[src/rtl/regmodel0_regmodel_core_reg_intf_pkg.sv]
// regmodel0_regmodel_core_reg_intf_pkg: shared widths, FSM states and response status codes
// for the register-model core interface.
package regmodel0_regmodel_core_reg_intf_pkg;
    localparam int PAYLOAD_W = 34;
    localparam int DATA_W = 32;
    localparam int ADDR_W = 16;
    typedef enum logic [1:0] {
        ST_IDLE   = 2'd0,
        ST_ACCESS = 2'd1,
        ST_RESP   = 2'd2,
        ST_RESET  = 2'd3
    } state_e;
    localparam logic [1:0] STS_OK      = 2'b00;
    localparam logic [1:0] STS_SLVERR  = 2'b01;
    localparam logic [1:0] STS_TIMEOUT = 2'b10;
    localparam logic [1:0] STS_DECERR  = 2'b11;
endpackage

[src/rtl/regmodel0_regmodel_core_reg_intf_reqctl_tmo.sv]
// regmodel0_regmodel_core_reg_intf_reqctl_tmo: 8-bit access timeout counter; expired flags
// the last permitted ACCESS cycle.
module regmodel0_regmodel_core_reg_intf_reqctl_tmo #(
    parameter int unsigned TIMEOUT_CYCLES = 255
) (
    input  logic payload_cgm_clk,
    input  logic hw_reset_n,
    input  logic clear,
    input  logic enable,
    output logic expired
);
    localparam logic [7:0] LAST = 8'(TIMEOUT_CYCLES - 1);
    logic [7:0] count;
    always_ff @(posedge payload_cgm_clk or negedge hw_reset_n)
        if (!hw_reset_n) count <= '0;
        else count <= clear ? '0 : enable ? count + 8'd1 : count;
    assign expired = count == LAST;
endmodule

[src/rtl/regmodel0_regmodel_core_reg_intf_reqctl.sv]
// regmodel0_regmodel_core_reg_intf_reqctl: single-outstanding request controller driving the
// register-file access port and producing {status, rdata} responses for the skid buffer.
module regmodel0_regmodel_core_reg_intf_reqctl
    import regmodel0_regmodel_core_reg_intf_pkg::*;
#(
    parameter int unsigned TIMEOUT_CYCLES = 255,
    parameter logic [ADDR_W-1:0] ADDR_LIMIT = 16'h1000
) (
    input  logic                 payload_cgm_clk,
    input  logic                 hw_reset_n,
    input  logic                 func_reset_n,
    input  logic                 req_valid_i,
    output logic                 req_ready_o,
    input  logic                 req_write_i,
    input  logic [ADDR_W-1:0]    req_addr_i,
    input  logic [DATA_W-1:0]    req_wdata_i,
    output logic                 acc_valid_o,
    output logic                 acc_write_o,
    output logic [ADDR_W-1:0]    acc_addr_o,
    output logic [DATA_W-1:0]    acc_wdata_o,
    input  logic                 acc_ack_i,
    input  logic [DATA_W-1:0]    acc_rdata_i,
    input  logic                 acc_err_i,
    output logic                 resp_valid_o,
    output logic [PAYLOAD_W-1:0] resp_payload_o,
    input  logic                 resp_ready_i,
    output logic                 stray_ack_o
);
    state_e state;
    logic expired;
    regmodel0_regmodel_core_reg_intf_reqctl_tmo #(.TIMEOUT_CYCLES(TIMEOUT_CYCLES)) u_tmo (
        .payload_cgm_clk(payload_cgm_clk),
        .hw_reset_n(hw_reset_n),
        .clear(state != ST_ACCESS),
        .enable(state == ST_ACCESS),
        .expired(expired)
    );
    // Handshake strobes are pure state decodes, so no input reaches an output combinationally.
    assign req_ready_o = state == ST_IDLE;
    assign acc_valid_o = state == ST_ACCESS;
    assign resp_valid_o = state == ST_RESP;
    always_ff @(posedge payload_cgm_clk or negedge hw_reset_n)
        if (!hw_reset_n) begin
            state <= ST_RESET;
            acc_write_o <= 1'b0;
            acc_addr_o <= '0;
            acc_wdata_o <= '0;
            resp_payload_o <= '0;
            stray_ack_o <= 1'b0;
        end else if (!func_reset_n) begin
            state <= ST_RESET;
            acc_write_o <= 1'b0;
            acc_addr_o <= '0;
            acc_wdata_o <= '0;
            resp_payload_o <= '0;
            stray_ack_o <= 1'b0;
        end else begin
            if (acc_ack_i && state != ST_ACCESS) stray_ack_o <= 1'b1;
            case (state)
                ST_RESET: state <= ST_IDLE;
                ST_IDLE:
                    if (req_valid_i) begin
                        acc_write_o <= req_write_i;
                        acc_addr_o <= req_addr_i;
                        acc_wdata_o <= req_wdata_i;
                        state <= req_addr_i >= ADDR_LIMIT ? ST_RESP : ST_ACCESS;
                        if (req_addr_i >= ADDR_LIMIT) resp_payload_o <= {STS_DECERR, {DATA_W{1'b0}}};
                    end
                ST_ACCESS:
                    if (acc_ack_i) begin
                        state <= ST_RESP;
                        resp_payload_o <= {acc_err_i ? STS_SLVERR : STS_OK,
                                           (!acc_write_o && !acc_err_i) ? acc_rdata_i : {DATA_W{1'b0}}};
                    end else if (expired) begin
                        state <= ST_RESP;
                        resp_payload_o <= {STS_TIMEOUT, {DATA_W{1'b0}}};
                    end
                ST_RESP: if (resp_ready_i) state <= ST_IDLE;
            endcase
        end
endmodule

[config.mk]
export PLATFORM = sky130hd
export DESIGN_NAME = regmodel0_regmodel_core_reg_intf_reqctl
export DESIGN_NICKNAME = d
export VERILOG_FILES = /design/src/rtl/regmodel0_regmodel_core_reg_intf_pkg.sv /design/src/rtl/regmodel0_regmodel_core_reg_intf_reqctl_tmo.sv /design/src/rtl/regmodel0_regmodel_core_reg_intf_reqctl.sv
export SDC_FILE = /design/constraint.sdc
export NUM_CORES = 1
export LEC_CHECK = 0
export ABC_AREA = 1
export CORE_ASPECT_RATIO = 2
export CORE_MARGIN = 10
export CORE_UTILIZATION = 40
export DETAILED_ROUTE_END_ITERATION = 8
export GPL_ROUTABILITY_DRIVEN = 0
export PLACE_DENSITY = 0.77
export SYNTH_ARGS = -nofsm -noshare
export SYNTH_HDL_FRONTEND = slang
export SYNTH_SLANG_ARGS = --single-unit
[constraint.sdc]
create_clock -name payload_cgm_clk -period 1.82 [get_ports payload_cgm_clk]
set_input_delay 0.364 -clock payload_cgm_clk [delete_from_list [all_inputs] [get_ports payload_cgm_clk]]
set_output_delay 0.364 -clock payload_cgm_clk [all_outputs]
set_load 0.02 [all_outputs]
## Word-level counts from Yosys, hierarchy flattened

Cells that the tools add are included.
W data, S select, Z words.

| storage, ports and cells | value |
|---|---|
| word-level logic and storage cells | 59 |
| register bits after elaboration | 94 |
| output and inout port bits | 87 |
| input port bits | 88 |

| cells by class | value |
|---|---|
| add/subtract/negate cells | 1 |
| $lt $le $gt $ge | 1 |
| reductions and logical operators | 9 |
| equality and inequality tests | 13 |
| mux-type cells | 28 |

Operators by type and width:

| operator | number |
|---|---|
| $mux W34 | 5 |
| $mux W32 | 4 |
| $pmux W34 S2 | 1 |
| $mux W16 | 3 |
| $ge A16 B13 Y1 const B | 1 |
| $mux W8 | 2 |
| $mux W2 | 6 |
| $add A8 B1 Y8 const B | 1 |
| $eq A8 B8 Y1 const B | 1 |
| $ne A2 B1 Y1 const B | 4 |
| $pmux W2 S4 | 1 |
| $mux W1 | 6 |
| $ne A3 B2 Y1 const B | 2 |
| $eq A2 B2 Y1 const B | 2 |
| $ne A4 B4 Y1 const B | 1 |
| $reduce_and A4 Y1 | 1 |
| $ne A3 B1 Y1 const B | 1 |
| $ne A3 B3 Y1 const B | 1 |
| $reduce_and A3 Y1 | 1 |
| $eq A2 B1 Y1 const B | 1 |
| $logic_and A1 B1 Y1 | 2 |
| $logic_not A1 Y1 | 2 |
| $logic_not A2 Y1 | 1 |
| $reduce_and A2 Y1 | 1 |
| $reduce_bool A2 Y1 | 1 |

## Logic depth before layout (Yosys ltp)

Gate-level depths: netlist of run 1.

| depth | value |
|---|---|
| depth in word-level cells | 6 |
| depth in mapped cells | 10 |
| mapped depth without buffers | 9 |

## By module

A second synthesis of run 1 with hierarchy kept.

| unflattened totals | value |
|---|---|
| cells, all modules | 469 |
| area total of the unflattened synthesis | 4,096.4 µm² |

Modules (own cells, without submodules):

| module | cells an instance | times used | seq. area each (µm²) | area each (µm²) |
|---|---|---|---|---|
| regmodel0_regmodel_core_reg_intf_reqctl | 411 | 1 | 2,154.6 | 3,637.2 |
| regmodel0_regmodel_core_reg_intf_reqctl_tmo | 58 | 1 | 200.2 | 459.2 |

## Worst setup path after synthesis of run 1

No wires, ideal clock.

| timing path | value |
|---|---|
| path type | register to register |
| start point | reg state[0] |
| end point | reg resp_payload_o[10] |
| cell stages (with the launch flop) | 8 |
| library setup time | 0.065 ns |
| path buffers | 1 |
| arrival | 1.392 ns |
| path slack | 0.363 ns |
| clock period less this slack | 1.457 ns |
| data required time | 1.755 ns |
| cell sequence | dfstp_2 -> inv_2 -> nor2_4 -> nand2_4 -> nor3_4 -> buf_6 -> nand3_1 -> nand2_1 |

| on the way | value |
|---|---|
| longest elaborated chain between the ends | 3 |
| elaborated cells on any way between the ends | 9 |
| those cells by class | eq/ne (5); mux (2); reduce/logical (2) |

RTL lines:

| element | RTL line | source |
|---|---|---|
| start: declaration | regmodel0_regmodel_core_reg_intf_reqctl.sv:29 | `state_e state;` |
| start signal: assignment | regmodel0_regmodel_core_reg_intf_reqctl.sv:66 | `state <= req_addr_i >= ADDR_LIMIT ? ST_RESP : ST_ACCESS;` |
| $eq A2 B1 Y1 (*) | -- |  |
| net acc_valid_o | regmodel0_regmodel_core_reg_intf_reqctl.sv:17 | `output logic acc_valid_o,` |
| $ne A4 B4 Y1 (no source line) (tied with other cells) | -- |  |
| $reduce_and A4 Y1 (no source line) or $mux W34 (tied branches) | -- |  |
| end signal: assignment | regmodel0_regmodel_core_reg_intf_reqctl.sv:67 | `if (req_addr_i >= ADDR_LIMIT) resp_payload_o <= {STS_DECERR, {DATA_W{1'b0}}};` |
| end signal: assignment | regmodel0_regmodel_core_reg_intf_reqctl.sv:72 | `resp_payload_o <= {acc_err_i ? STS_SLVERR : STS_OK,` |
| end signal: assignment | regmodel0_regmodel_core_reg_intf_reqctl.sv:76 | `resp_payload_o <= {STS_TIMEOUT, {DATA_W{1'b0}}};` |
| end: declaration | regmodel0_regmodel_core_reg_intf_reqctl.sv:25 | `output logic [PAYLOAD_W-1:0] resp_payload_o,` |

Mark *: on every way through the listed nets, which the timed path passes. The rest lies on a longest branch.
A chain may end at the register's enable or synchronous reset.

## Final worst setup path of run 1

| timing path | value |
|---|---|
| start point | reg state[0] |
| end point | out acc_valid_o |

| on the way | value |
|---|---|
| longest elaborated chain between the ends | 1 |

RTL lines:

| element | RTL line | source |
|---|---|---|
| $eq A2 B1 Y1 | regmodel0_regmodel_core_reg_intf_reqctl.sv:40 | `assign acc_valid_o = state == ST_ACCESS;` |
| end: declaration | regmodel0_regmodel_core_reg_intf_reqctl.sv:17 |  |

No other way between the ends.

==> results of run 1 <==
worst paths after layout:
| kind | from | to | slack [ns] |
|---|---|---|---|
| setup reg to reg | state[1] | resp_payload_o[2] | 0.20 |
| min in group asynchronous | hw_reset_n | stray_ack_o | 0.51 |
| hold reg to reg | resp_payload_o[33] | resp_payload_o[33] | 0.47 |
| max in group asynchronous | hw_reset_n | state[0] | 0.72 |
| setup / recovery | state[0] | acc_valid_o | 0.06 |
| hold / removal | func_reset_n | state[0] | 0.43 |
routing by layer:
metal | global-route usage [%] | vias up
met3 | 5.107 | 17
met5 | 0 | -
met1 | 16.22 | 1687
met4 | 6.375 | 0
met2 | 31.18 | 132
li1 | - | 1752
sequential cells by signal, summed over array words and instances, names as in the netlist:
| signal | cells |
|---|---|
| acc_wdata_o | 32 |
| stray_ack_o | 1 |
| acc_write_o | 1 |
| state | 2 |
| acc_addr_o | 16 |
| u_tmo.count | 8 |
| resp_payload_o | 34 |
tightest hold or removal path: cells and delay by family:
family                 cells  cell delay (ns)
buffers and inverters      1             0.18
and+or+nand+nor            3             0.20
placed cells by master, fill, tap and decap left out:
cell type	netlist	routed
sky130_fd_sc_hd__o21ai_0	36	36
sky130_fd_sc_hd__nand3_1	86	86
sky130_fd_sc_hd__clkinvlp_4	0	2
sky130_fd_sc_hd__o21ai_1	16	16
sky130_fd_sc_hd__dlygate4sd2_1	0	2
sky130_fd_sc_hd__dlymetal6s2s_1	0	1
sky130_fd_sc_hd__nand3_4	1	1
sky130_fd_sc_hd__a21oi_1	6	6
sky130_fd_sc_hd__nor3_4	1	1
sky130_fd_sc_hd__buf_12	0	4
sky130_fd_sc_hd__o21ai_4	1	1
sky130_fd_sc_hd__ha_1	2	2
sky130_fd_sc_hd__buf_2	7	2
sky130_fd_sc_hd__clkinv_4	0	1
sky130_fd_sc_hd__nand2_4	1	1
sky130_fd_sc_hd__nand2_1	85	85
sky130_fd_sc_hd__clkinv_2	0	1
sky130_fd_sc_hd__nand2_2	2	2
sky130_fd_sc_hd__dlygate4sd3_1	0	1
sky130_fd_sc_hd__clkbuf_8	0	1
sky130_fd_sc_hd__nand4_1	4	4
sky130_fd_sc_hd__clkbuf_1	6	1
sky130_fd_sc_hd__buf_4	4	6
sky130_fd_sc_hd__nor2_2	1	1
sky130_fd_sc_hd__bufinv_16	0	1
sky130_fd_sc_hd__nor2_4	1	1
sky130_fd_sc_hd__clkdlybuf4s50_1	0	168
sky130_fd_sc_hd__clkbuf_16	0	9
sky130_fd_sc_hd__nor3_1	3	3
sky130_fd_sc_hd__inv_2	3	3
sky130_fd_sc_hd__dfrtp_1	92	92
sky130_fd_sc_hd__dfstp_2	2	2
sky130_fd_sc_hd__nor2_1	13	13
sky130_fd_sc_hd__inv_1	58	58
sky130_fd_sc_hd__a31oi_1	1	1
final cells by class:
class	count	area (um^2)	area share, %
Clock buffer	11	242.7	3.941
Clock inverter	5	58.81	0.9549
Inverter	61	229.0	3.718
Multi-Input combinational cell	260	1251	20.32
Sequential cell	94	2355	38.24
Tap cell	132	165.2	2.682
Timing Repair Buffer	184	1857	30.15
timing repair:
item                                    in CTS  in global routing
endpoints found under the setup margin       3                  1
hold buffers                                 1                  0
gates resized for setup                      6                  1
setup buffers                                0                  0
endpoints found under the hold margin       28                  0
pin swaps                                    0                  0
kinds of logic after synthesis:
| group | Yosys count |
|---|---|
| adder cells (fa/ha/maj) | 2 |
| flip-flops | 94 |
| buffers and inverters | 87 |
| AO/OA/AOI/OAI | 60 |
| AND/OR/NAND/NOR | 198 |
power by group through the flow:
stage	Sequential [mW]	Clock (mW)	Combinational, mW
3_3_place_gp	2.39	0	1.22
5_1_grt	2.38	2.00	1.33
6_report	2.36	1.87	1.22
2_1_floorplan	2.57	0	0.394
4_1_cts	2.36	1.92	1.24
3_5_place_dp	2.39	0	1.25
==> impl_metrics.xml, run 1 <==
<?xml version="1.0" encoding="UTF-8"?>
<metrics>
  <group name="logic_synthesis">
    <metric name="ys_seq_elements" unit="">94</metric>
    <metric name="async_reset_ff_share" unit="%">100.0</metric>
    <metric name="main_combinational_cell_family_by_area_after_synthesis" unit="">simple AND/OR/NAND/NOR gates</metric>
    <metric name="synth_sequential_area_ratio" unit="%">58.74</metric>
    <metric name="yosys.area_share.xor_xnor" unit="%">0</metric>
    <metric name="synth_largest_area_cell" unit="">sky130_fd_sc_hd__dfrtp_1</metric>
    <metric name="yosysMostFrequentCell" unit="">sky130_fd_sc_hd__dfrtp_1</metric>
    <metric name="synth_flop_cell" unit="">sky130_fd_sc_hd__dfrtp_1</metric>
    <metric name="syn_avg_cell_area" unit="um^2">9.090</metric>
    <metric name="synth_top_cells_by_count" unit="">92 x sky130_fd_sc_hd__dfrtp_1, 86 x sky130_fd_sc_hd__nand3_1, 85 x sky130_fd_sc_hd__nand2_1</metric>
    <metric name="mappedNetlistNets" unit="">531</metric>
    <metric name="synth_compound_gate_area_share" unit="%">7.803</metric>
    <metric name="synth_edf_count" unit="">0</metric>
    <metric name="adder_and_majority_cell_fraction_of_the_synthesized_area" unit="%">0.6242</metric>
    <metric name="yosys.area.top_type_share" unit="%">57.43</metric>
    <metric name="synthesis.yosys.warnings" unit="">0</metric>
    <metric name="synth_area_leaders" unit="">sky130_fd_sc_hd__dfrtp_1 57%, sky130_fd_sc_hd__nand3_1 11%, sky130_fd_sc_hd__nand2_1 8.0%, sky130_fd_sc_hd__inv_1 5.4%, sky130_fd_sc_hd__o21ai_0 4.5%</metric>
    <metric name="synth-simple-area-share" unit="%">22.78</metric>
    <metric name="post_synth_inst_count" unit="">441</metric>
    <metric name="netlist-cell-type-count" unit="">26</metric>
    <metric name="synth.mux.area_fraction" unit="%">0</metric>
    <metric name="synth.cell_area" unit="mm^2">0.004009</metric>
  </group>
  <group name="clocking">
    <metric name="root_buffer" unit="">sky130_fd_sc_hd__clkbuf_16</metric>
    <metric name="cts_buffer_depth" unit="">2</metric>
    <metric name="tritoncts" unit="">done</metric>
    <metric name="sink_count" unit="">94</metric>
    <metric name="htreeDepth" unit="">3</metric>
    <metric name="clock_latency" unit="ns">0.34</metric>
    <metric name="path_clk_slew" unit="ns">0.06</metric>
    <metric name="cts_made_buffers" unit="">9</metric>
  </group>
  <group name="global_routing">
    <metric name="grt-ovfl-total" unit="">0</metric>
    <metric name="grt_antenna_before_repair" unit="">0</metric>
    <metric name="global_route_wire_length_before_repair" unit="um">19700</metric>
    <metric name="track_usage" unit="%">16.53</metric>
    <metric name="maximum_number_of_pins_on_one_net_before_global_route_repair" unit="">75</metric>
    <metric name="vias_in_the_first_global_route" unit="">3745</metric>
  </group>
  <group name="power">
    <metric name="p_sw" unit="mW">1.534</metric>
    <metric name="comb_power_share" unit="%">22.4</metric>
    <metric name="share_clk_of_total_power" unit="%">34.3</metric>
    <metric name="power_per_standard_cell_area" unit="mW/mm^2">885.0</metric>
    <metric name="power.static_leakage" unit="nW">2.830</metric>
    <metric name="p_total" unit="mW">5.450</metric>
    <metric name="p_int" unit="mW">3.916</metric>
    <metric name="seq_power_share" unit="%">43.3</metric>
    <metric name="irDropWorstVdd" unit="mV">0.6194</metric>
    <metric name="p_sw_share" unit="%">28.14</metric>
  </group>
  <group name="route">
    <metric name="ant_nets" unit="">0</metric>
    <metric name="met3WireLength" unit="um">776</metric>
    <metric name="routed-via-count" unit="">3588</metric>
    <metric name="drt_pre_antenna_iters" unit="">5</metric>
    <metric name="routed.top_layer" unit="">met4</metric>
    <metric name="dr_wl_met2" unit="um">6682</metric>
    <metric name="m1WireLength" unit="um">4425</metric>
    <metric name="drt-vias-per-instance" unit="">4.803</metric>
    <metric name="drtIter0Drc" unit="">90</metric>
    <metric name="finalWirelength" unit="um">12190</metric>
    <metric name="drt_drc_violations_left" unit="">0</metric>
    <metric name="detail_route.wl_per_cell" unit="um">16.32</metric>
  </group>
  <group name="floorplanning">
    <metric name="num_io_pins" unit="">175</metric>
    <metric name="initial_core_util" unit="%">41.06</metric>
    <metric name="die_area" unit="mm^2">0.01467</metric>
    <metric name="die-height" unit="um">161.6</metric>
    <metric name="num_rows" unit="">51</metric>
    <metric name="die_w" unit="um">90.79</metric>
    <metric name="core" unit="mm^2">0.009763</metric>
  </group>
  <group name="timing">
    <metric name="final_max_slew_viol_count" unit="">0</metric>
    <metric name="worst_hold_slack_after_final_layout" unit="ns">0.4265</metric>
    <metric name="maxSlewHeadroom" unit="%">66.17</metric>
    <metric name="final.setup.tns" unit="ns">0</metric>
    <metric name="final_hold_viol_count" unit="">0</metric>
    <metric name="max_freq" unit="MHz">569.8</metric>
    <metric name="setup_violations" unit="">0</metric>
    <metric name="period_share" unit="%">96.44</metric>
    <metric name="post-route-worst-setup-slack" unit="ns">0.06486</metric>
    <metric name="skew" unit="ns">0.01201</metric>
    <metric name="period_minus_slack" unit="ns">1.755</metric>
    <metric name="grt_setup_unrepaired" unit="">no</metric>
    <metric name="tightest_slew" unit="ns">0.5074</metric>
  </group>
  <group name="worst_setup_path">
    <metric name="critical_path_peak_fanout" unit="">4</metric>
    <metric name="length_in_cells_of_the_worst_reg_to_reg_path" unit="">7</metric>
    <metric name="cp-end-kind" unit="">output pin</metric>
    <metric name="critical_path_depth" unit="">3</metric>
    <metric name="timing.critical_path.slowest_stage_cell" unit="">sky130_fd_sc_hd__dfstp_2</metric>
    <metric name="worst-endpoint-required" unit="ns">1.46</metric>
    <metric name="cp_buf_inv_count" unit="">2</metric>
    <metric name="worst_ep_arrival_time" unit="ns">1.39</metric>
    <metric name="path_delay_family" unit="">flip-flops</metric>
    <metric name="crit_path_start_kind" unit="">register</metric>
    <metric name="critical-path-max-stage-delay" unit="ns">0.57</metric>
    <metric name="crit_chain" unit="">inv_2 -&gt; nor2_4 -&gt; dlygate4sd2_1</metric>
    <metric name="timing.setup.critical_path_class" unit="">register to output pin</metric>
  </group>
  <group name="placement">
    <metric name="place_inst" unit="">730</metric>
    <metric name="dpl.hpwl" unit="um">9476</metric>
    <metric name="post-place-ws" unit="ns">-0.06192</metric>
    <metric name="postPlaceCellArea" unit="mm^2">0.005852</metric>
    <metric name="numPortBuffers" unit="">174</metric>
  </group>
  <group name="hold_path">
    <metric name="hold_crit_depth" unit="">4</metric>
    <metric name="hold_path_class" unit="">primary input to register</metric>
  </group>
  <group name="layout">
    <metric name="finish.instance_area" unit="mm^2">0.006158</metric>
    <metric name="syn2layout_area_growth" unit="%">53.62</metric>
    <metric name="post-route-util" unit="%">63.08</metric>
    <metric name="antenna-diode-count" unit="">0</metric>
    <metric name="num-fill-cells" unit="">796</metric>
    <metric name="drive_above_1_share" unit="%">6.504</metric>
    <metric name="final_cell_count_no_fill" unit="">747</metric>
    <metric name="nNetsFinal" unit="">700</metric>
  </group>
  <group name="run">
    <metric name="max_cap_viol_count" unit="">0</metric>
  </group>
  <group name="run_status">
    <metric name="status" unit="">complete, no violations</metric>
  </group>
</metrics>
(Power assumes the default switching activity.)
==> run 2, diff against run 1 <==
- ABC_CLOCK_PERIOD_IN_PS: default -> 1820
- PLACE_DENSITY: 0.77 -> 0.87
- REMOVE_ABC_BUFFERS: default -> 1
==> run 2 against run 1 <==
Clock skew shrank 0.0028 ns. Global-route usage grew 0.56 points. Worst setup slack lost 0.016 ns. Critical endpoint is now acc_write_o.
==> impl_metrics.xml, run 2 (synthesis gave the netlist of run 1 again) <==
<?xml version="1.0" encoding="UTF-8"?>
<metrics>
  <group name="clocking">
    <metric name="tritoncts" unit="">done</metric>
    <metric name="sink_count" unit="">94</metric>
    <metric name="path_clk_slew" unit="ns">0.07</metric>
    <metric name="root_buffer" unit="">sky130_fd_sc_hd__clkbuf_16</metric>
    <metric name="cts_made_buffers" unit="">9</metric>
    <metric name="cts_buffer_depth" unit="">2</metric>
    <metric name="htreeDepth" unit="">3</metric>
    <metric name="clock_latency" unit="ns">0.34</metric>
  </group>
  <group name="route">
    <metric name="met3WireLength" unit="um">787</metric>
    <metric name="ant_nets" unit="">0</metric>
    <metric name="dr_wl_met2" unit="um">6915</metric>
    <metric name="routed.top_layer" unit="">met4</metric>
    <metric name="drt_drc_violations_left" unit="">0</metric>
    <metric name="drtIter0Drc" unit="">142</metric>
    <metric name="detail_route.wl_per_cell" unit="um">17.23</metric>
    <metric name="drt_pre_antenna_iters" unit="">6</metric>
    <metric name="m1WireLength" unit="um">4416</metric>
    <metric name="routed-via-count" unit="">3644</metric>
    <metric name="drt-vias-per-instance" unit="">4.885</metric>
    <metric name="finalWirelength" unit="um">12860</metric>
  </group>
  <group name="global_routing">
    <metric name="vias_in_the_first_global_route" unit="">3857</metric>
    <metric name="global_route_wire_length_before_repair" unit="um">19800</metric>
    <metric name="track_usage" unit="%">17.09</metric>
    <metric name="maximum_number_of_pins_on_one_net_before_global_route_repair" unit="">95</metric>
    <metric name="grt-ovfl-total" unit="">0</metric>
    <metric name="grt_antenna_before_repair" unit="">1</metric>
  </group>
  <group name="placement">
    <metric name="numPortBuffers" unit="">174</metric>
    <metric name="dpl.hpwl" unit="um">9828</metric>
    <metric name="place_inst" unit="">730</metric>
  </group>
  <group name="timing">
    <metric name="skew" unit="ns">0.009178</metric>
    <metric name="final_max_slew_viol_count" unit="">0</metric>
    <metric name="setup_violations" unit="">0</metric>
    <metric name="final_hold_viol_count" unit="">0</metric>
    <metric name="max_freq" unit="MHz">564.6</metric>
    <metric name="tightest_slew" unit="ns">0.5165</metric>
    <metric name="period_share" unit="%">97.32</metric>
    <metric name="maxSlewHeadroom" unit="%">65.57</metric>
    <metric name="period_minus_slack" unit="ns">1.771</metric>
    <metric name="grt_setup_unrepaired" unit="">no</metric>
  </group>
  <group name="power">
    <metric name="seq_power_share" unit="%">44.7</metric>
    <metric name="p_int" unit="mW">3.752</metric>
    <metric name="share_clk_of_total_power" unit="%">31.5</metric>
    <metric name="irDropWorstVdd" unit="mV">0.6750</metric>
    <metric name="p_total" unit="mW">5.284</metric>
    <metric name="power.static_leakage" unit="nW">2.797</metric>
    <metric name="power_per_standard_cell_area" unit="mW/mm^2">861.8</metric>
    <metric name="p_sw" unit="mW">1.532</metric>
    <metric name="p_sw_share" unit="%">28.99</metric>
    <metric name="comb_power_share" unit="%">23.8</metric>
  </group>
  <group name="layout">
    <metric name="reg.largest.list" unit="">resp_payload_o x34, acc_wdata_o x32, acc_addr_o x16</metric>
    <metric name="layout.cells.most_common_list" unit="">169 x sky130_fd_sc_hd__clkdlybuf4s50_1, 92 x sky130_fd_sc_hd__dfrtp_1, 86 x sky130_fd_sc_hd__nand3_1, 85 x sky130_fd_sc_hd__nand2_1, 58 x sky130_fd_sc_hd__inv_1</metric>
    <metric name="syn2layout_area_growth" unit="%">52.93</metric>
    <metric name="largest_register_ff_count" unit="">34</metric>
    <metric name="drive_above_1_share" unit="%">6.199</metric>
    <metric name="final_cell_count_no_fill" unit="">746</metric>
    <metric name="post-route-util" unit="%">62.80</metric>
    <metric name="nNetsFinal" unit="">699</metric>
    <metric name="largest_register" unit="">resp_payload_o</metric>
    <metric name="layout_commonest_cell" unit="">sky130_fd_sc_hd__clkdlybuf4s50_1</metric>
  </group>
  <group name="worst_setup_path">
    <metric name="critical-path-max-stage-delay" unit="ns">0.65</metric>
    <metric name="crit_path_start_kind" unit="">register</metric>
    <metric name="critical_path.reg2reg.endpoint" unit="">resp_payload_o[20]</metric>
    <metric name="reg2reg_slack" unit="ns">0.24</metric>
    <metric name="critical_path_peak_fanout" unit="">3</metric>
    <metric name="timing.critical_path.slowest_stage_cell" unit="">sky130_fd_sc_hd__clkdlybuf4s50_1</metric>
    <metric name="path_delay_family" unit="">buffers and inverters</metric>
    <metric name="worst-endpoint-required" unit="ns">1.46</metric>
    <metric name="cp-end-kind" unit="">output pin</metric>
    <metric name="timing.setup.critical_path_class" unit="">register to output pin</metric>
    <metric name="length_in_cells_of_the_worst_reg_to_reg_path" unit="">8</metric>
    <metric name="crit_chain" unit="">clkdlybuf4s50_1</metric>
    <metric name="worst_ep_arrival_time" unit="ns">1.41</metric>
    <metric name="cp_buf_inv_count" unit="">1</metric>
    <metric name="regToRegStartpoint" unit="">state[0]</metric>
  </group>
  <group name="floorplanning">
    <metric name="num_io_pins" unit="">175</metric>
    <metric name="core" unit="mm^2">0.009763</metric>
    <metric name="die-height" unit="um">161.6</metric>
    <metric name="initial_core_util" unit="%">41.06</metric>
    <metric name="die_area" unit="mm^2">0.01467</metric>
    <metric name="die_w" unit="um">90.79</metric>
    <metric name="num_rows" unit="">51</metric>
  </group>
  <group name="run_status">
    <metric name="status" unit="">complete, no violations</metric>
  </group>
  <group name="run">
    <metric name="max_cap_viol_count" unit="">0</metric>
  </group>
  <group name="hold_path">
    <metric name="hold_path_class" unit="">primary input to async pin</metric>
  </group>
</metrics>
-- run 2: how the worst max path moves through the flow --
stage / startpoint / slack, ns / to / depth (start not counted)
floorplan: state[0] / -0.13 / acc_wdata_o[11] / 5
global placement: state[1] / 0.1 / resp_valid_o / 3
detailed placement: req_addr_i[15] / 0.06 / resp_payload_o[11] / 7
CTS: state[1] / 0.003 / resp_valid_o / 3
global route: acc_write_o / 0.009 / acc_write_o / 1
finish: acc_write_o / 0.05 / acc_write_o / 1
-- run 2: repair_timing --
item                       in CTS  in global routing
buffers inserted                0                  0
hold buffers                    0                  0
gates resized for setup         4                  2
setup endpoints to repair       3                  2
-- run 2: power groups by stage --
stage / sequential, mW / clock [mW] / combinational [mW]
global route: 2.38 / 1.79 / 1.35
detailed placement: 2.40 / 0 / 1.28
floorplan: 2.57 / 0 / 0.318
CTS: 2.36 / 1.71 / 1.27
finish: 2.36 / 1.67 / 1.26
global placement: 2.39 / 0 / 1.25
-- run 2: layout make-up --
class	count	area (um^2)
Antenna cell	1	2.502
Inverter	61	229.0
Tap cell	132	165.2
Fill cell	810	3632
Multi-Input combinational cell	260	1251
Timing Repair Buffer	183	1871
Sequential cell	94	2355
Clock buffer	11	232.7
Clock inverter	4	25.02
-- run 2: stage by stage --
step           hold WS (ns)  setup WS, ns  area [um^2]  setup TNS [ns]
6_report            0.03559       0.04870         6131               0
5_1_grt             0.07389      0.008668         6131               0
4_1_cts             0.09192      0.002924         6132               0
3_5_place_dp         0.4561       0.05609         5877               0
3_3_place_gp         0.4424       0.09598         5877               0
2_1_floorplan       0.06841       -0.1337         3835          -6.307
-- run 2: metal layers --
metal  vias up  GRT usage [%]
met5         -              0
met2       166          31.51
li1       1754              -
met3        42          5.014
met1      1682          15.57
met4         0          11.60
==> run 3, diff against run 2 <==
- ABC_AREA: 1 -> default
- GPL_TIMING_DRIVEN: default -> 1
- SETUP_SLACK_MARGIN: default -> 0.4
==> run 3 against run 2 <==
Sequential power fell by 7%. Sequential share of layout area decreased by 2.1 points. Worst setup slack got worse by 0.042 ns. Final area rose by 5.8%. First-iteration DRC count grew 49%. Register-to-register slack got worse by 0.23 ns. Routed wire length grew 15%. Via count down 0.93%.
==> impl_metrics.xml, run 3 <==
<?xml version="1.0" encoding="UTF-8"?>
<metrics>
  <group name="run_status">
    <metric name="status" unit="">complete, no violations</metric>
  </group>
  <group name="layout">
    <metric name="nNetsFinal" unit="">648</metric>
    <metric name="final_cell_count_no_fill" unit="">695</metric>
    <metric name="largest_register" unit="">resp_payload_o</metric>
    <metric name="syn2layout_area_growth" unit="%">66.10</metric>
    <metric name="drive_above_1_share" unit="%">33.75</metric>
    <metric name="layout.cells.most_common_list" unit="">97 x sky130_fd_sc_hd__nand2_1, 92 x sky130_fd_sc_hd__dfrtp_1, 81 x sky130_fd_sc_hd__clkdlybuf4s50_1, 54 x sky130_fd_sc_hd__clkbuf_2, 32 x sky130_fd_sc_hd__a21boi_0</metric>
    <metric name="antenna-diode-count" unit="">0</metric>
    <metric name="largest_register_ff_count" unit="">34</metric>
    <metric name="finish.instance_area" unit="mm^2">0.006486</metric>
    <metric name="reg.largest.list" unit="">resp_payload_o x34, acc_wdata_o x32, acc_addr_o x16</metric>
    <metric name="layout_commonest_cell" unit="">sky130_fd_sc_hd__nand2_1</metric>
  </group>
  <group name="worst_setup_path">
    <metric name="reg2reg_slack" unit="ns">0.007</metric>
    <metric name="crit_path_start_kind" unit="">register</metric>
    <metric name="length_in_cells_of_the_worst_reg_to_reg_path" unit="">6</metric>
    <metric name="timing.setup.critical_path_class" unit="">register to register</metric>
    <metric name="worst-endpoint-required" unit="ns">2.10</metric>
    <metric name="critical_path_peak_fanout" unit="">16</metric>
    <metric name="worst_ep_arrival_time" unit="ns">2.10</metric>
    <metric name="cp-end-kind" unit="">register</metric>
  </group>
  <group name="power">
    <metric name="share_clk_of_total_power" unit="%">42.2</metric>
    <metric name="p_sw" unit="mW">1.235</metric>
    <metric name="p_int" unit="mW">3.907</metric>
    <metric name="comb_power_share" unit="%">15.3</metric>
    <metric name="power_per_standard_cell_area" unit="mW/mm^2">792.8</metric>
    <metric name="seq_power_share" unit="%">42.5</metric>
    <metric name="irDropWorstVdd" unit="mV">0.6293</metric>
    <metric name="power.static_leakage" unit="nW">2.979</metric>
    <metric name="p_sw_share" unit="%">24.02</metric>
  </group>
  <group name="floorplanning">
    <metric name="die_area" unit="mm^2">0.01435</metric>
    <metric name="num_io_pins" unit="">175</metric>
    <metric name="initial_core_util" unit="%">40.53</metric>
    <metric name="core" unit="mm^2">0.009635</metric>
    <metric name="die_w" unit="um">89.87</metric>
    <metric name="num_rows" unit="">51</metric>
    <metric name="die-height" unit="um">159.7</metric>
  </group>
  <group name="clocking">
    <metric name="tritoncts" unit="">done</metric>
    <metric name="cts_made_buffers" unit="">9</metric>
    <metric name="clock_latency" unit="ns">0.35</metric>
    <metric name="sink_count" unit="">94</metric>
    <metric name="cts_buffer_depth" unit="">2</metric>
    <metric name="path_clk_slew" unit="ns">0.07</metric>
    <metric name="root_buffer" unit="">sky130_fd_sc_hd__clkbuf_16</metric>
    <metric name="htreeDepth" unit="">3</metric>
  </group>
  <group name="logic_synthesis">
    <metric name="async_reset_ff_share" unit="%">100.0</metric>
    <metric name="synth_sequential_area_ratio" unit="%">60.30</metric>
    <metric name="ys_seq_elements" unit="">94</metric>
    <metric name="synth_edf_count" unit="">0</metric>
    <metric name="syn_avg_cell_area" unit="um^2">11.19</metric>
    <metric name="synth_flop_cell" unit="">sky130_fd_sc_hd__dfrtp_1</metric>
    <metric name="synthesis.yosys.warnings" unit="">0</metric>
    <metric name="yosys.area.top_type_share" unit="%">58.96</metric>
    <metric name="synth_top_cells_by_count" unit="">100 x sky130_fd_sc_hd__nand2_1, 92 x sky130_fd_sc_hd__dfrtp_1, 45 x sky130_fd_sc_hd__a21boi_0</metric>
    <metric name="synth_largest_area_cell" unit="">sky130_fd_sc_hd__dfrtp_1</metric>
    <metric name="yosysMostFrequentCell" unit="">sky130_fd_sc_hd__nand2_1</metric>
    <metric name="netlist-cell-type-count" unit="">35</metric>
    <metric name="synth.cell_area" unit="mm^2">0.003905</metric>
    <metric name="post_synth_inst_count" unit="">349</metric>
    <metric name="synth_area_leaders" unit="">sky130_fd_sc_hd__dfrtp_1 59%, sky130_fd_sc_hd__nand2_1 9.6%, sky130_fd_sc_hd__a21boi_0 8.7%, sky130_fd_sc_hd__a22o_2 7.4%, sky130_fd_sc_hd__buf_6 2.0%</metric>
  </group>
  <group name="hold_path">
    <metric name="hold_path_class" unit="">primary input to register</metric>
    <metric name="hold_crit_depth" unit="">3</metric>
  </group>
  <group name="timing">
    <metric name="worst_hold_slack_after_final_layout" unit="ns">0.4075</metric>
    <metric name="setup_violations" unit="">0</metric>
    <metric name="maxSlewHeadroom" unit="%">62.04</metric>
    <metric name="period_minus_slack" unit="ns">1.813</metric>
    <metric name="final_max_slew_viol_count" unit="">0</metric>
    <metric name="final_hold_viol_count" unit="">0</metric>
    <metric name="tightest_slew" unit="ns">0.5694</metric>
    <metric name="max_freq" unit="MHz">551.4</metric>
    <metric name="period_share" unit="%">99.64</metric>
    <metric name="grt_setup_unrepaired" unit="">yes</metric>
    <metric name="skew" unit="ns">0.007472</metric>
  </group>
  <group name="placement">
    <metric name="postPlaceCellArea" unit="mm^2">0.005832</metric>
    <metric name="place_inst" unit="">646</metric>
    <metric name="dpl.hpwl" unit="um">9469</metric>
    <metric name="numPortBuffers" unit="">174</metric>
  </group>
  <group name="route">
    <metric name="drt_drc_violations_left" unit="">0</metric>
    <metric name="drt-vias-per-instance" unit="">5.194</metric>
    <metric name="detail_route.wl_per_cell" unit="um">21.27</metric>
    <metric name="drt_pre_antenna_iters" unit="">4</metric>
    <metric name="ant_nets" unit="">0</metric>
    <metric name="finalWirelength" unit="um">14780</metric>
    <metric name="routed-via-count" unit="">3610</metric>
    <metric name="drtIter0Drc" unit="">212</metric>
  </group>
  <group name="global_routing">
    <metric name="global_route_wire_length_before_repair" unit="um">22380</metric>
    <metric name="use_met2" unit="%">36.75</metric>
    <metric name="vias_in_the_first_global_route" unit="">3927</metric>
    <metric name="gr-max-usage-layer" unit="">met2</metric>
    <metric name="met1_usage" unit="%">18.97</metric>
    <metric name="grt_antenna_before_repair" unit="">0</metric>
    <metric name="grt-ovfl-total" unit="">0</metric>
    <metric name="track_usage" unit="%">19.95</metric>
    <metric name="groute.layer.met3.usage" unit="%">5.305</metric>
    <metric name="maximum_number_of_pins_on_one_net_before_global_route_repair" unit="">48</metric>
  </group>
  <group name="run">
    <metric name="max_cap_viol_count" unit="">0</metric>
  </group>
</metrics>
run 3: final timing paths:
path,start,to
min in group asynchronous,hw_reset_n,acc_wdata_o[7]
setup / recovery,state[0],resp_payload_o[1]
setup reg to reg,state[0],resp_payload_o[1]
hold / removal,req_addr_i[12],acc_addr_o[12]
max in group asynchronous,hw_reset_n,acc_wdata_o[21]
hold reg to reg,resp_payload_o[12],resp_payload_o[12]
run 3: worst max-delay path, stage by stage, from the launching register on:
cell and delay (ns):
sky130_fd_sc_hd__dfstp_2 0.58, sky130_fd_sc_hd__nand2b_4 0.09, sky130_fd_sc_hd__or3_4 0.36, sky130_fd_sc_hd__nor3b_4 0.23, sky130_fd_sc_hd__buf_4 0.17, sky130_fd_sc_hd__buf_12 0.14, sky130_fd_sc_hd__a22o_2 0.16
run 3: power groups by stage:
stage	Sequential [mW]	Combinational, mW	Clock [mW]
after floorplan	2.28	0.139	0
after global placement	2.22	0.635	0
after detailed placement	2.22	0.651	0
after CTS	2.18	0.760	2.20
after global routing	2.19	0.833	2.31
final	2.19	0.785	2.17
run 3: kinds of logic after synthesis:
group	synth area share [%]
XOR/XNOR	1.346
flip-flops	60.30
adder cells (fa/ha/maj)	0.6407
buffers and inverters	4.454
AND/OR/NAND/NOR	14.19
AO/OA/AOI/OAI	19.06
run 3: cell type report:
cell class                      instances  area (um^2)
Multi-Input combinational cell        229         1540
Clock inverter                          7        120.1
Clock buffer                            9        225.2
Timing Repair Buffer                  218         2058
Inverter                                6        22.52
Fill cell                             706         3149
Sequential cell                        94         2355
Tap cell                              132        165.2
run 3: metrics by stage:
| stage | total power, mW | setup TNS (ns) | setup slack [ns] | utilization [%] |
|---|---|---|---|---|
| after floorplan | 2.422 | -16.21 | -0.2127 | - |
| after global placement | 2.856 | -11.84 | -0.3596 | 60.52 |
| after detailed placement | 2.874 | -12.78 | -0.3950 | 60.52 |
| after CTS | 5.146 | 0 | 0.1116 | 68.38 |
| after global routing | 5.330 | -0.1141 | -0.01630 | 67.32 |
| final | 5.142 | 0 | 0.006571 | 67.32 |
run 3: routing by layer:
metal | wire length, um | vias to the layer above
li1 | - | 1606
met3 | 747 | 47
met2 | 8322 | 156
met4 | 700 | 0
met5 | 0 | -
met1 | 5013 | 1801
run 3: timing repair:
action / 4_1_cts / 5_1_grt
hold buffers: 1 / 0
pin swaps: 7 / 7
setup buffers: 11 / 10
gates cloned: 10 / 1
endpoints found under the setup margin: 172 / 153
endpoints found under the hold margin: 25 / 0
resized for setup: 213 / 97
